### config.mk
export PLATFORM = sky130hd
export DESIGN_NAME = user_rom_reader
export DESIGN_NICKNAME = d
export VERILOG_FILES = /design/src/rtl/user_rom_reader_pkg.sv /design/src/rtl/user_rom_reader.sv
export SDC_FILE = /design/constraint.sdc
export NUM_CORES = 1
export LEC_CHECK = 0
export BUFFER_PORTS_ARGS = -buffer_cell sky130_fd_sc_hd__buf_2
export CORE_ASPECT_RATIO = 2
export CORE_MARGIN = 2
export CORE_UTILIZATION = 45
export DETAILED_ROUTE_END_ITERATION = 6
export MAX_ROUTING_LAYER = met4
export PLACE_DENSITY = 0.69
export SETUP_SLACK_MARGIN = 0.02
export SKIP_LAST_GASP = 1
export SYNTH_ARGS = -nofsm -noshare
export SYNTH_HDL_FRONTEND = slang
export SYNTH_SLANG_ARGS = --single-unit
### constraint.sdc
create_clock -name clk_i -period 5.7 [get_ports clk_i]
set_clock_uncertainty 0.05 [all_clocks]
set_input_delay 0 -clock clk_i [delete_from_list [all_inputs] [get_ports clk_i]]
set_output_delay 0 -clock clk_i [all_outputs]
set_load 0.01 [all_outputs]
### src/rtl/user_rom_reader_pkg.sv
// Shared types and defaults for the user-domain ROM reader: FSM state encoding
// and the default timeout/burst-length parameters.
package user_rom_reader_pkg;

  typedef enum logic [1:0] {
    ST_IDLE = 2'd0,
    ST_REQ  = 2'd1,
    ST_WAIT = 2'd2,
    ST_DONE = 2'd3
  } state_e;

  localparam int unsigned DefaultTimeoutCycles = 4;
  localparam int unsigned DefaultMaxLen        = 16;

endpackage

### src/rtl/user_rom_reader.sv
// Burst reader for the user ROM accelerator port: fetches len bytes starting at
// base, one request outstanding at a time, accumulating a wrapping sum and XOR.
module user_rom_reader
  import user_rom_reader_pkg::*;
#(
  parameter int unsigned TimeoutCycles = DefaultTimeoutCycles,
  parameter int unsigned MaxLen        = DefaultMaxLen,
  localparam int unsigned LenW         = $clog2(MaxLen + 1),
  localparam int unsigned ToW          = $clog2(TimeoutCycles + 1)
) (
  input  logic            clk_i,
  input  logic            rst_ni,
  input  logic            start_i,
  input  logic [31:0]     base_addr_i,
  input  logic [LenW-1:0] len_i,
  output logic            busy_o,
  output logic            done_o,
  output logic            err_o,
  output logic [15:0]     sum_o,
  output logic [7:0]      xor_o,
  output logic            accel_req_o,
  output logic [31:0]     accel_addr_o,
  input  logic [7:0]      accel_data_i,
  input  logic            accel_valid_i
);

  state_e            state_q, state_d;
  logic [31:0]       base_q,  base_d;
  logic [LenW-1:0]   len_q,   len_d;
  logic [LenW-1:0]   cnt_q,   cnt_d;
  logic [ToW-1:0]    to_q,    to_d;
  logic [15:0]       sum_q,   sum_d;
  logic [7:0]        xor_q,   xor_d;
  logic              err_q,   err_d;

  always_comb begin
    // NOTE: every variable gets its hold value first so no path leaves it
    // unassigned; otherwise synthesis infers a latch.
    state_d = state_q;
    base_d  = base_q;
    len_d   = len_q;
    cnt_d   = cnt_q;
    to_d    = to_q;
    sum_d   = sum_q;
    xor_d   = xor_q;
    err_d   = err_q;

    unique case (state_q)
      ST_IDLE: begin
        if (start_i) begin
          base_d  = base_addr_i;
          len_d   = (len_i > LenW'(MaxLen)) ? LenW'(MaxLen) : len_i;
          cnt_d   = '0;
          to_d    = '0;
          sum_d   = '0;
          xor_d   = '0;
          err_d   = 1'b0;
          // Clamping never turns a nonzero length into zero, so test the raw input.
          state_d = (len_i != '0) ? ST_REQ : ST_DONE;
        end
      end
      ST_REQ: begin
        to_d    = '0;
        state_d = ST_WAIT;
      end
      ST_WAIT: begin
        if (accel_valid_i) begin
          sum_d   = sum_q + {8'h00, accel_data_i};
          xor_d   = xor_q ^ accel_data_i;
          cnt_d   = cnt_q + LenW'(1);
          state_d = (({1'b0, cnt_q} + (LenW+1)'(1)) < {1'b0, len_q}) ? ST_REQ : ST_DONE;
        end else if (to_q == ToW'(TimeoutCycles - 1)) begin
          // This idle cycle is the TimeoutCycles-th one: abandon the burst.
          err_d   = 1'b1;
          state_d = ST_DONE;
        end else begin
          to_d = to_q + ToW'(1);
        end
      end
      ST_DONE: begin
        state_d = ST_IDLE;
      end
      default: state_d = ST_IDLE;
    endcase
  end

  // NOTE: the async reset clears every register so an abandoned burst leaves
  // no stale address, length or accumulator behind.
  always_ff @(posedge clk_i or negedge rst_ni) begin
    if (!rst_ni) begin
      state_q <= ST_IDLE;
      base_q  <= '0;
      len_q   <= '0;
      cnt_q   <= '0;
      to_q    <= '0;
      sum_q   <= '0;
      xor_q   <= '0;
      err_q   <= 1'b0;
    end else begin
      // NOTE: non-blocking assignments let every flop sample pre-edge values.
      state_q <= state_d;
      base_q  <= base_d;
      len_q   <= len_d;
      cnt_q   <= cnt_d;
      to_q    <= to_d;
      sum_q   <= sum_d;
      xor_q   <= xor_d;
      err_q   <= err_d;
    end
  end

  assign busy_o       = (state_q != ST_IDLE);
  assign done_o       = (state_q == ST_DONE);
  assign err_o        = err_q;
  assign sum_o        = sum_q;
  assign xor_o        = xor_q;
  assign accel_req_o  = (state_q == ST_REQ);
  // Address bus idles at zero so nothing downstream sees a stale address.
  assign accel_addr_o = accel_req_o ? (base_q + 32'(cnt_q)) : 32'h0;

endmodule

# Word level (Yosys, flattened, before mapping)
# Cells that the tools add are included.
word_totals:
  ff_bits: 72
  inputBits: 49
  wordCells: 61
  out_inout_bits: 60
classes:
  reduce_logical: 10
  bitwise: 1
  n_eq_ne: 10
  n_addsub: 5
  magnitude_cmp: 2
  mux: 25
ops:
  columns: ["operator", "count"]
  rows:
  - ["$add A32 B5 Y32", 1]
  - ["$mux W16", 2]
  - ["$mux W32", 1]
  - ["$pmux W16 S2", 1]
  - ["$add A16 B8 Y16", 1]
  - ["$mux W8", 2]
  - ["$pmux W8 S2", 1]
  - ["$mux W5", 3]
  - ["$mux W2", 5]
  - ["$ne A2 B2 Y1 const B", 5]
  - ["$pmux W5 S2", 1]
  - ["$mux W3", 3]
  - ["$pmux W3 S3", 1]
  - ["$pmux W2 S4", 1]
  - ["$reduce_and A4 Y1", 2]
  - ["$xor A8 B8 Y8", 1]
  - ["$add A5 B1 Y6 const B", 1]
  - ["$lt A6 B5 Y1", 1]
  - ["$add A5 B1 Y5 const B", 1]
  - ["$gt A5 B5 Y1 const B", 1]
  - ["$reduce_bool A5 Y1", 1]
  - ["$eq A2 B2 Y1 const B", 2]
  - ["$reduce_and A2 Y1", 2]
  - ["$reduce_bool A2 Y1", 2]
  - ["other kinds (9)", 11]

# Longest topological paths before layout
logic_depth:
  ltp_word: 5
  depth_mapped: 8
  mapped_depth_nobuf: 8

# Least setup slack after synthesis
# No wires, ideal clock.
synth_timing:
  path_kind: "register -> output"
  startpoint: "register cnt_q[0]"
  endpoint: "output accel_addr_o[26]"
  arrival_ns: 2.126
  n_path_buf: 0
  t_required_ns: 5.650
  path_slack_ns: 3.524
  stages_incl_launch_ff: 8
  path_cell_list: "dfrtp_1 > ha_1 > fa_1 > a211oi_1 > o21bai_2 > nand2_1 > or4_1 > a21oi_1"
synth_between:
  elab_chain_cells: 2
synth_lines:
  columns: ["item", "line_no", "source"]
  rows:
  - ["start, declared", "user_rom_reader.sv:30", "logic [LenW-1:0] cnt_q, cnt_d;"]
  - ["start signal, assigned", "user_rom_reader.sv:104", "cnt_q <= cnt_d;"]
  - ["$add A32 B5 Y32", "user_rom_reader.sv:119", "assign accel_addr_o = accel_req_o ? (base_q + 32'(cnt_q)) : 32'h0;"]
  - ["$mux W32", "user_rom_reader.sv:119", null]
  - ["end, declared", "user_rom_reader.sv:22", "output logic [31:0] accel_addr_o,"]
# No other way between the ends.

# Worst setup path in the final report
layout_timing:
  startpoint: "register cnt_q[3]"
  endpoint: "output accel_addr_o[31]"
# Same word-level chain as after synthesis.

==> results list <==
- Status: finished clean
- In this run the number of H-tree levels came out at 3.
- Area of combinational cells with multiple inputs: 0.00241 mm2
* Post CTS Setup Buffer Count: 0
- Entering global routing, the biggest net connects 73 pins.
* Sequential group share of total power: 37.1%
* Row count: 50
* Antenna-violating nets left: 0
- Detailed-route vias per instance: 5.59
- First DRT Iteration DRCs: 190
- Syn Area/Cell: 8.38 um2
- Timing would allow up to 326 MHz.
* Required @ worst endpoint: 5.65 ns
- Chip height: 143 um
- Setup repair after global routing left no endpoint under its margin.
* Remaining Overflow, GRT: 0
- Cells with a size suffix above 1 make up 20.6% of the layout.
- Of the total power, the clock network draws 20.5%.
* Hpwl dp: 8.47 mm
* Worst reg2reg path startpoint: state_q[1]
- The number of nets in the synthesized netlist is 591.
* Worst slew margin relative to its limit: 35.0%
* Crit. End Element: primary output
- The clock net in this run drives a total of 72 sinks.
- Dominant combinational cell family by area after synthesis: simple AND/OR/NAND/NOR gates
- Synthesis Warnings: 0
- For the worst flop-to-flop path, the logic depth is 5.
- Across all hold checks on the routed design, the worst slack comes to 0.0109 ns.
* Hold violation total from the final report: 0
- The number of global-route vias before repair came to 4361.
* Count of cells resized by post-cts repair: 0
* Total Nets Final: 736
- Static Leakage: 0.00288 uW
* Top flip-flop cell by instance count after synthesis: sky130_fd_sc_hd__dfrtp_1
- Relative area change from synthesis to final layout: 30.7%
- Setup violations remaining at the end of the flow were counted as 0.
- Clock-pin slew of the registers on the worst-case setup and hold paths: 0.06 ns
* Min Tclk post-route: 3.07 ns
- Filler Cells Inserted: 813
- Summed over all nets, the switching power comes to 1100 uW.
- Routed length on met1: 4.53 mm
- Root cell of the clock tree: sky130_fd_sc_hd__clkbuf_16
- Routability congestion estimate: 0.899
- Excluding fillers, the count of instances in the completed layout stands at 773.
- For the final routed database, the setup TNS stands at 0 ns.
- Simple-gate portion of the synthesized area: 27.3%
* Starting density of the core: 46.4%
- Cells after Synth: 520
- Net switching is 42.8% of the power.
* Standard cell core area: 0.00938 mm2
* Hold path startpoint: start_i
* CP startpoint kind: flop
- Slew of the pin with the lowest slew margin: 0.972 ns
- Dividing the detail-routed wire length by the instance count gives 15.5 um.
- Overall power after layout: 2560 uW
* First-pass GRT wire length: 19.2 mm
* Max-slew violations: 0
- Counting along the longest clock path gives a buffer depth of 2.
* Multiplexer share of the synthesized area: 0.230%
- At the later pin of the worst-skew pair, clock insertion delay measures 0.33 ns.
- Across all register-to-register paths, the minimum setup slack is 3.03 ns.
* Quantity of I/O buffers inserted on ports: 108
- Along the worst path, the maximum fanout reaches 13.
- Internal portion of total power: 1470 uW
* Number of flops mapped to enable cells by yosys: 0
- The highest layer touched by signal routing is met4.
- Number of buffers inserted for hold repair after clock tree synthesis: 46
- DR WL met2: 6.56 mm
- The worst setup path is of the flop to primary output kind.
- Wires add up to 11.9 mm.
- Once layout is complete, the utilization of the core stands at 60.7%.
- TritonCTS built the clock tree.
- Maximum vdd drop: 241 uV
- Summing the areas of all compound-gate instances in the mapped netlist gives 14.2% of the synthesized area.
* Async set or reset register ratio after synthesis: 100%
- Hold worst-path end: state_q[0]
- Worst path arrival time: 3.02 ns
* # Max-Cap Violations: 0
* Final clock period utilization by the worst path: 53.9%
- For this run, the total global-route usage over all layers was measured as 23.8%.
- Detailed routing inserted a total of 4324 vias.
- In the routed design, unresolved DRC markers number 0.
* I/O pin total: 109
- DR WL met3: 507 um
- Number of antenna violations at the first check in global routing: 0
- Distinct cell type count after synthesis: 55
* Power per cell area: 450 mW/mm2
* Die span in x: 73.6 um
- The synthesized design contains 72 register bits.
* Register area: 0.00180 mm2
- Hold/Removal Path Class: primary input to flop
* Reg-to-reg endpoint: sum_o[15]
- Diodes inserted: 0
- The synthesized netlist devotes 6.83% of its cell area to XOR and XNOR gates.
* WHS Path Cells: 3
- Number of search-and-repair iterations in the first detailed-routing pass: 5
- Portion of the post-synthesis area used by sequential elements: 41.3%
- Adder-cell share of the synthesized area: 6.66%
- Die outline area: 0.0105 mm2
* Post-synthesis instance area: 0.00436 mm2
- In this run, CTS created clock tree buffers numbering 9.
- Combinational logic is responsible for 42.4% of the overall power.
- In this run, placement finished with an instance count of 712.
## synthesized netlist by cell type, drive strengths merged (3+ instances only)
| master | number | area [um2] |
|---|---|---|
| inv | 13 | 48.8 |
| or4 | 8 | 60.1 |
| nand2 | 134 | 503 |
| o21ai | 36 | 180 |
| a21o | 7 | 52.6 |
| nor3 | 7 | 35.0 |
| o31ai | 7 | 52.6 |
| nor4 | 6 | 52.6 |
| dfrtp | 72 | 1800 |
| and3 | 5 | 32.5 |
| or3 | 8 | 51.3 |
| a211oi | 7 | 52.6 |
| clkbuf | 21 | 78.8 |
| nand4 | 13 | 103 |
| a21oi | 27 | 135 |
| nor2 | 39 | 146 |
| xnor2 | 8 | 70.1 |
| xor2 | 26 | 228 |
| buf | 3 | 23.8 |
| or2 | 3 | 18.8 |
| and2 | 3 | 18.8 |
| ha | 20 | 250 |
| nand3 | 16 | 80.1 |
## state kept, by name, summed over array words and instances (netlist names)
register and cells:
cnt_q 5, xor_o 8, sum_o 16, len_q 5, to_q 3, base_q 32
err_o 1, state_q 2
## placed cells by master, fill, tap and decap left out, types with 4 or more instances in the layout
cell                            synthesis  layout
sky130_fd_sc_hd__or3_1                  7       7
sky130_fd_sc_hd__inv_1                 13      13
sky130_fd_sc_hd__or4_1                  8       8
sky130_fd_sc_hd__a21o_1                 7       7
sky130_fd_sc_hd__xor2_1                26      26
sky130_fd_sc_hd__nand4_1               11      11
sky130_fd_sc_hd__nand2_1              134     134
sky130_fd_sc_hd__ha_1                  20      20
sky130_fd_sc_hd__a21oi_1               27      27
sky130_fd_sc_hd__nor3_1                 7       7
sky130_fd_sc_hd__a211oi_1               7       7
sky130_fd_sc_hd__nor2_1                39      39
sky130_fd_sc_hd__nand3_1               16      16
sky130_fd_sc_hd__buf_2                  1     108
sky130_fd_sc_hd__dfrtp_1               72      72
sky130_fd_sc_hd__buf_4                  1       4
sky130_fd_sc_hd__nor4_1                 5       5
sky130_fd_sc_hd__o31ai_1                7       7
sky130_fd_sc_hd__and3_1                 4       4
sky130_fd_sc_hd__xnor2_1                8       8
sky130_fd_sc_hd__clkbuf_16              0       9
sky130_fd_sc_hd__dlygate4sd3_1          0      46
sky130_fd_sc_hd__o21ai_0               35      35
sky130_fd_sc_hd__clkinv_2               0       4
## cell type report
class                      count  share of cell area (%)
multi-input combinational    411                    42.3
sequential                    72                    31.6
timing repair buffer         158                    18.1
clock buffer                  11                    4.44
tap                          104                    2.28
inverter                      13                   0.857
clock inverter                 4                   0.351
## metal layers
layer / vias to the layer above / global-route usage [%]
met4: 0 / 10.4
met2: 156 / 43.0
met5: - / -
met1: 2050 / 24.4
met3: 35 / 4.02
li1: 2083 / -
## cells by family (layout without fill, tap and decap cells)
kind of cell | Yosys count | after routing
AND/OR/NAND/NOR | 253 | 253
buffers and inverters | 37 | 186
multiplexers | 1 | 1
XOR/XNOR | 34 | 34
adder cells (fa/ha/maj) | 22 | 22
flip-flops | 72 | 72
AO/OA/AOI/OAI | 101 | 101
## how the worst max path moves through the flow
stage | from | endpoint | cells after the start | slack, ns
6_report | cnt_q[3] | accel_addr_o[31] | 7 | 2.63
5_1_grt | cnt_q[2] | accel_addr_o[31] | 7 | 2.42
4_1_cts | cnt_q[3] | accel_addr_o[31] | 7 | 2.61
3_5_place_dp | cnt_q[3] | accel_addr_o[31] | 7 | 3.00
3_3_place_gp | cnt_q[2] | accel_addr_o[31] | 7 | 3.08
2_1_floorplan | cnt_q[0] | accel_addr_o[26] | 7 | 3.52
## per-stage QoR
step	cell area [um2]	setup slack (ns)
after detailed placement	4960	3.00
final	5700	2.63
after floorplan	4360	3.52
after CTS	5700	2.61
after global placement	4960	3.08
after global routing	5700	2.42
## power by group through the flow
| stage | clock, uW | combinational, uW | sequential, uW |
|---|---|---|---|
| after global placement | 0 | 1040 | 943 |
| after floorplan | 0 | 742 | 899 |
| after detailed placement | 0 | 1060 | 957 |
| after global routing | 555 | 1230 | 980 |
| after CTS | 535 | 1100 | 951 |
| final | 526 | 1090 | 953 |
## worst max-delay path: stages, from the launching register on
cell and delay [ns]:
sky130_fd_sc_hd__dfrtp_1 0.45, sky130_fd_sc_hd__ha_1 0.37, sky130_fd_sc_hd__o21ai_0 0.12, sky130_fd_sc_hd__o21ai_1 0.40
sky130_fd_sc_hd__nand3_1 0.47, sky130_fd_sc_hd__or4_1 0.60, sky130_fd_sc_hd__a21oi_1 0.15, sky130_fd_sc_hd__buf_2 0.14
(Power assumes the default switching activity.)
